### config.mk
export PLATFORM = sky130hd
export DESIGN_NAME = fir_output_packer
export DESIGN_NICKNAME = d
export VERILOG_FILES = /design/src/rtl/fir_output_packer_pkg.sv /design/src/rtl/fir_output_packer_sync_fifo.sv /design/src/rtl/fir_output_packer.sv
export SDC_FILE = /design/constraint.sdc
export NUM_CORES = 1
export LEC_CHECK = 0
export CAP_MARGIN = 20
export CORE_UTILIZATION = 45
export DETAILED_ROUTE_END_ITERATION = 7
export GPL_ROUTABILITY_DRIVEN = 0
export SYNTH_ARGS = -nofsm -noshare
export SYNTH_HDL_FRONTEND = slang
export SYNTH_SLANG_ARGS = --single-unit
### constraint.sdc
create_clock -name CLK -period 2.7 [get_ports CLK]
set_input_delay 0.54 -clock CLK [delete_from_list [all_inputs] [get_ports CLK]]
set_output_delay 0.54 -clock CLK [all_outputs]
set_load 0.02 [all_outputs]
### src/rtl/fir_output_packer_pkg.sv
// Shared constants for the FIR output packer: default widths, FIFO geometry
// and the saturation limits of the packed output sample.
package fir_output_packer_pkg;

  localparam int DEF_IN_W  = 32;
  localparam int DEF_OUT_W = 16;
  localparam int DEF_SHIFT = 7;
  localparam int DEF_DEPTH = 8;

  localparam int PTR_W = $clog2(DEF_DEPTH);
  localparam int CNT_W = PTR_W + 1;

  localparam int SAT_MAX = (1 << (DEF_OUT_W - 1)) - 1;
  localparam int SAT_MIN = -(1 << (DEF_OUT_W - 1));

  // Occupancy counters need one extra bit so that "full" is representable.
  function automatic int cnt_width(input int depth);
    return $clog2(depth) + 1;
  endfunction

endpackage

### src/rtl/fir_output_packer_sync_fifo.sv
// First-word fall-through synchronous FIFO; the head entry is always visible
// on o_data. Pushes are accepted when not full, or when a pop frees a slot.
module sync_fifo
  import fir_output_packer_pkg::*;
#(
  parameter int WIDTH = DEF_OUT_W,
  parameter int DEPTH = DEF_DEPTH
) (
  input  logic                        CLK,
  input  logic                        RST,
  input  logic                        i_push,
  input  logic                        i_pop,
  input  logic [WIDTH-1:0]            i_data,
  output logic [WIDTH-1:0]            o_data,
  output logic [cnt_width(DEPTH)-1:0] o_count,
  output logic                        o_empty,
  output logic                        o_full
);

  localparam int AW = $clog2(DEPTH);
  localparam int CW = cnt_width(DEPTH);
  localparam logic [CW-1:0] FULL_CNT = CW'(DEPTH);

  logic [WIDTH-1:0] r_mem [DEPTH];
  logic [AW-1:0]    r_wptr;
  logic [AW-1:0]    r_rptr;
  logic [CW-1:0]    r_count;
  logic             w_pop;
  logic             w_push;

  assign o_empty = (r_count == {CW{1'b0}});
  assign o_full  = (r_count == FULL_CNT);
  assign w_pop   = i_pop & ~o_empty;
  assign w_push  = i_push & (~o_full | w_pop);
  assign o_data  = r_mem[r_rptr];
  assign o_count = r_count;

  // Pointers and occupancy; power-of-two depth lets the pointers wrap naturally.
  always_ff @(posedge CLK) begin
    if (RST) begin
      r_wptr  <= {AW{1'b0}};
      r_rptr  <= {AW{1'b0}};
      r_count <= {CW{1'b0}};
    end else begin
      if (w_push) r_wptr <= r_wptr + 1'b1;
      if (w_pop)  r_rptr <= r_rptr + 1'b1;
      case ({w_push, w_pop})
        2'b10:   r_count <= r_count + 1'b1;
        2'b01:   r_count <= r_count - 1'b1;
        default: r_count <= r_count;
      endcase
    end
  end

  // Storage carries no reset; stale words are unreachable once pointers clear.
  always_ff @(posedge CLK) begin
    if (w_push) r_mem[r_wptr] <= i_data;
  end

endmodule

### src/rtl/fir_output_packer.sv
// Rounds and saturates FIR results to the output width, stages them for one
// cycle, and buffers them in an FWFT FIFO with sticky clip/drop flags.
module fir_output_packer
  import fir_output_packer_pkg::*;
#(
  parameter int IN_W  = DEF_IN_W,
  parameter int OUT_W = DEF_OUT_W,
  parameter int SHIFT = DEF_SHIFT,
  parameter int DEPTH = DEF_DEPTH
) (
  input  logic                        CLK,
  input  logic                        RST,
  input  logic signed [IN_W-1:0]      in_data,
  input  logic                        in_valid,
  output logic signed [OUT_W-1:0]     out_data,
  output logic                        out_valid,
  input  logic                        out_ready,
  output logic [cnt_width(DEPTH)-1:0] count,
  output logic                        sat_flag,
  output logic                        overflow,
  input  logic                        clr_flags
);

  localparam logic signed [IN_W:0] RND    = (IN_W+1)'(1) << (SHIFT - 1);
  localparam logic signed [IN_W:0] SAT_HI = (IN_W+1)'((1 << (OUT_W - 1)) - 1);
  localparam logic signed [IN_W:0] SAT_LO = ~SAT_HI;

  logic signed [IN_W:0]  w_ext;
  logic signed [IN_W:0]  w_sum;
  logic signed [IN_W:0]  w_shr;
  logic [OUT_W-1:0]      w_sat;
  logic                  w_clip;
  logic                  w_empty;
  logic                  w_full;
  logic                  w_pop;
  logic                  w_drop;
  logic [OUT_W-1:0]      w_fifo_data;

  logic                  r_stage_valid;
  logic [OUT_W-1:0]      r_stage_data;
  logic                  r_sat_flag;
  logic                  r_overflow;

  // One guard bit keeps the rounding add from wrapping at the positive limit.
  always_comb begin
    w_ext  = {in_data[IN_W-1], in_data};
    w_sum  = w_ext + RND;
    w_shr  = w_sum >>> SHIFT;
    w_sat  = w_shr[OUT_W-1:0];
    w_clip = 1'b0;
    if (w_shr > SAT_HI) begin
      w_sat  = {1'b0, {(OUT_W-1){1'b1}}};
      w_clip = 1'b1;
    end else if (w_shr < SAT_LO) begin
      w_sat  = {1'b1, {(OUT_W-1){1'b0}}};
      w_clip = 1'b1;
    end else begin
      w_sat  = w_shr[OUT_W-1:0];
      w_clip = 1'b0;
    end
  end

  assign out_valid = ~w_empty;
  assign w_pop     = out_valid & out_ready;
  assign w_drop    = r_stage_valid & w_full & ~w_pop;
  assign out_data  = w_fifo_data;
  assign sat_flag  = r_sat_flag;
  assign overflow  = r_overflow;

  // Stage register and sticky flags; a new event outranks a same-cycle clear.
  always_ff @(posedge CLK) begin
    if (RST) begin
      r_stage_valid <= 1'b0;
      r_stage_data  <= {OUT_W{1'b0}};
      r_sat_flag    <= 1'b0;
      r_overflow    <= 1'b0;
    end else begin
      r_stage_valid <= in_valid;
      if (in_valid) r_stage_data <= w_sat;
      r_sat_flag    <= (in_valid & w_clip) | (r_sat_flag & ~clr_flags);
      r_overflow    <= w_drop | (r_overflow & ~clr_flags);
    end
  end

  sync_fifo #(
    .WIDTH (OUT_W),
    .DEPTH (DEPTH)
  ) u_fifo (
    .CLK     (CLK),
    .RST     (RST),
    .i_push  (r_stage_valid),
    .i_pop   (out_ready),
    .i_data  (r_stage_data),
    .o_data  (w_fifo_data),
    .o_count (count),
    .o_empty (w_empty),
    .o_full  (w_full)
  );

endmodule

==> reports/qor.yml <==
status: "complete, no violations"
ir_drop_v: 0.000524
rows: 45
min_path_type: "reg2reg"
cts_hold_buffers: 0
grt_max_degree: 33
cp-start-kind: "flop"
drive_gt1_share_pct: 34.4
switching_share_pct: 26.7
grt_usage_pct: 18.4
rr_startpoint: "u_fifo.o_count[0]"
synth_compound_area_share_pct: 4.80
critPathMaxStageDelay_ns: 0.52
cp_slowest_cell: "mux4_2"
rsz0062_at_grt: "false"
globalRouteOverflowTotal: 0
synth_common_cells: "128 x edfxtp_1, 44 x nor2_1, 32 x dfxtp_1, 32 x mux4_2, 21 x nand2_1"
die_y_um: 126
ys_top_cells_by_area: "edfxtp_1 55%, mux4_2 10%, dfxtp_1 9.2%"
power.leakage_nw: 3.11
synth_xor_area_share_pct: 2.78
fin_setup_tns_ns: 0
antenna_found_initial: 0
finalHoldViolations: 0
p_int_mw: 4.94
async_flop_share_pct: 0
yosys.area_share.adder_pct: 1.37
areaGrowthSynthToFinish_pct: 28.4
multi_input_area_um2: 2400
p_sw_mw: 1.80
ys_ff_latch: 160
max_freq_mhz: 380
worstMarginPinSlew_ns: 0.603
cpLargestDelayFamily: "multiplexers"
start_util_pct: 45.8
cts_max_level: 4
cap_violations: 0
cts_root_buffer: "clkbuf_16"
cts.sinks: 160
whs_ns: 0.482
drt_iter0_drc: 225
synth-simple-area-share_pct: 11.2
p_per_area_nw_per_um2: 758
clock_latency_ns: 0.42
synth_area_um2: 6930
setup_violations: 0
synth_edf_count: 128
p_seq_share_pct: 42.8
core_um2: 15100
ys.warnings.count: 0
cts_tree: "done"
grt_pass1_wl_mm: 21.7
vias: 4135
die_w_um: 126
synth.area.mux_share_pct: 13.4
clkTransAtPathRegs_ns: 0.06
regArea_um2: 4490
synth.most_common_cell: "edfxtp_1"
die-area_um2: 15900
timing.slew.headroom_pct: 59.7
yosysSeqAreaShare_pct: 64.7
wirelength_mm: 13.8
route.detailed.wl_per_inst_um: 17.9
cp_data_required_time_ns: 2.16
numPortBuffers: 53
pwr-share-clk_pct: 34.2
crit_chain: "buf_12 > mux4_2 > mux2_2 > dlygate4sd2_1"
ios: 60
syn_avg_cell_area_um2: 15.6
synth_nets: 487
worstPathMaxFanout: 13
route.detailed.drc: 0
synth_top_area_cell: "edfxtp_1"
synth_top_family_by_area: "multiplexers"
syn-instance-count: 443
fillerInstances: 1186
yosys.area.top_type_share_pct: 55.4
crit_buf_inv: 2
fin_skew_ns: 0.00622
clockBufferDepth: 2
antenna_cells: 0
viasPerCell: 5.37
min-delay-start: "overflow"
period_share_pct: 97.4
grt_pass1_vias: 4141
antenna_left: 0
finalCriticalPeriod_ns: 2.63
arrival_ns: 2.09
cts_made_buffers: 17
maxSlewViolCount: 0
final_nets: 613
end_kind: "output port"
combPwrFrac_pct: 23.1
yosys_most_used_dff: "edfxtp_1"
critPathKind: "reg2out"
place_hpwl_mm: 8.91
first_pass_iters: 4
synth_cell_types: 51
power by group through the flow:
stage	logic (mW)	clock network, mW	registers (mW)
2_1_floorplan	0.943	0	2.92
3_3_place_gp	1.56	0	2.92
3_5_place_dp	1.58	0	2.93
4_1_cts	1.59	2.34	2.88
5_1_grt	1.69	2.44	2.90
6_report	1.56	2.30	2.89
registers in the layout (all words and copies together) (netlist names), named ones only:
name / cells
u_fifo.r_mem: 128
r_stage_data: 16
u_fifo.o_count: 4
u_fifo.r_rptr: 3
u_fifo.r_wptr: 3
overflow: 1
r_stage_valid: 1
sat_flag: 1
worst paths after layout:
| kind | cells after the start | endpoint | slack [ns] |
|---|---|---|---|
| max | 4 | out_data[0] | 0.07 |
| min | 2 | overflow | 0.48 |
| max reg2reg | 11 | u_fifo.o_count[3] | 0.36 |
| min reg2reg | 2 | overflow | 0.48 |
per-stage QoR:
step                cell area, um^2  power, mW  std cells  setup WS, ns  utilization (%)
floorplan                      6930       3.87        443         0.134                -
global placement               8250       4.48        734        -0.413             54.5
detailed placement             8250       4.51        734        -0.447             54.5
CTS                            8860       6.81        770       0.00151             58.5
global route                   8900       7.03        770       0.00283             58.8
finish                         8900       6.75        770        0.0698             58.8
cells in the final DEF, fill, tap and decap left out, types with 10 or more instances in the layout:
master	n
buf_4	63
clkdlybuf4s50_1	37
nand3_1	11
a211oi_2	11
xnor2_1	12
nand2b_1	10
clkbuf_16	18
xor2_1	10
nand2_1	20
nor2_1	42
dfxtp_1	31
mux2_2	17
nand2b_4	10
mux4_2	32
edfxtp_1	128
area by class of cell:
class / instances / share of cell area [%]
sequential: 160 / 50.4
timing repair buffer: 127 / 13.1
tap: 188 / 2.64
inverter: 7 / 0.295
clock buffer: 18 / 5.06
multi-input combinational: 256 / 27.0
clock inverter: 14 / 1.48
tightest hold or removal path: stages (launching register included):
cell and delay [ns]:
dfxtp_1 0.32, nand2b_1 0.06, a21oi_1 0.06
what timing repair did:
action / in CTS / in global routing
setup buffers: 4 / 0
endpoints found under the hold margin: 0 / 0
gates cloned: 0 / 0
endpoints found under the setup margin: 17 / 23
pin swaps: 0 / 3
resized for setup: 33 / 19
routing by layer:
metal  wire, um  up-vias  part of all wire [%]  track usage (%)
met5          0        -                     0                0
met4        299        0                   2.2             8.43
met3        436       27                   3.2             3.36
met2       6880      100                    50             30.5
met1       6200     2033                    45             23.7
li1           -     1975                     -                -
cells by family after synthesis:
logic type                 Yosys count
DFF                                160
and+or+nand+nor                    136
muxes                               51
AOI/OAI and AO/OA                   40
buffers and inverters               27
xor gates and xnor gates            22
adders and majority gates            7
Power figures use the tool's default switching activity.
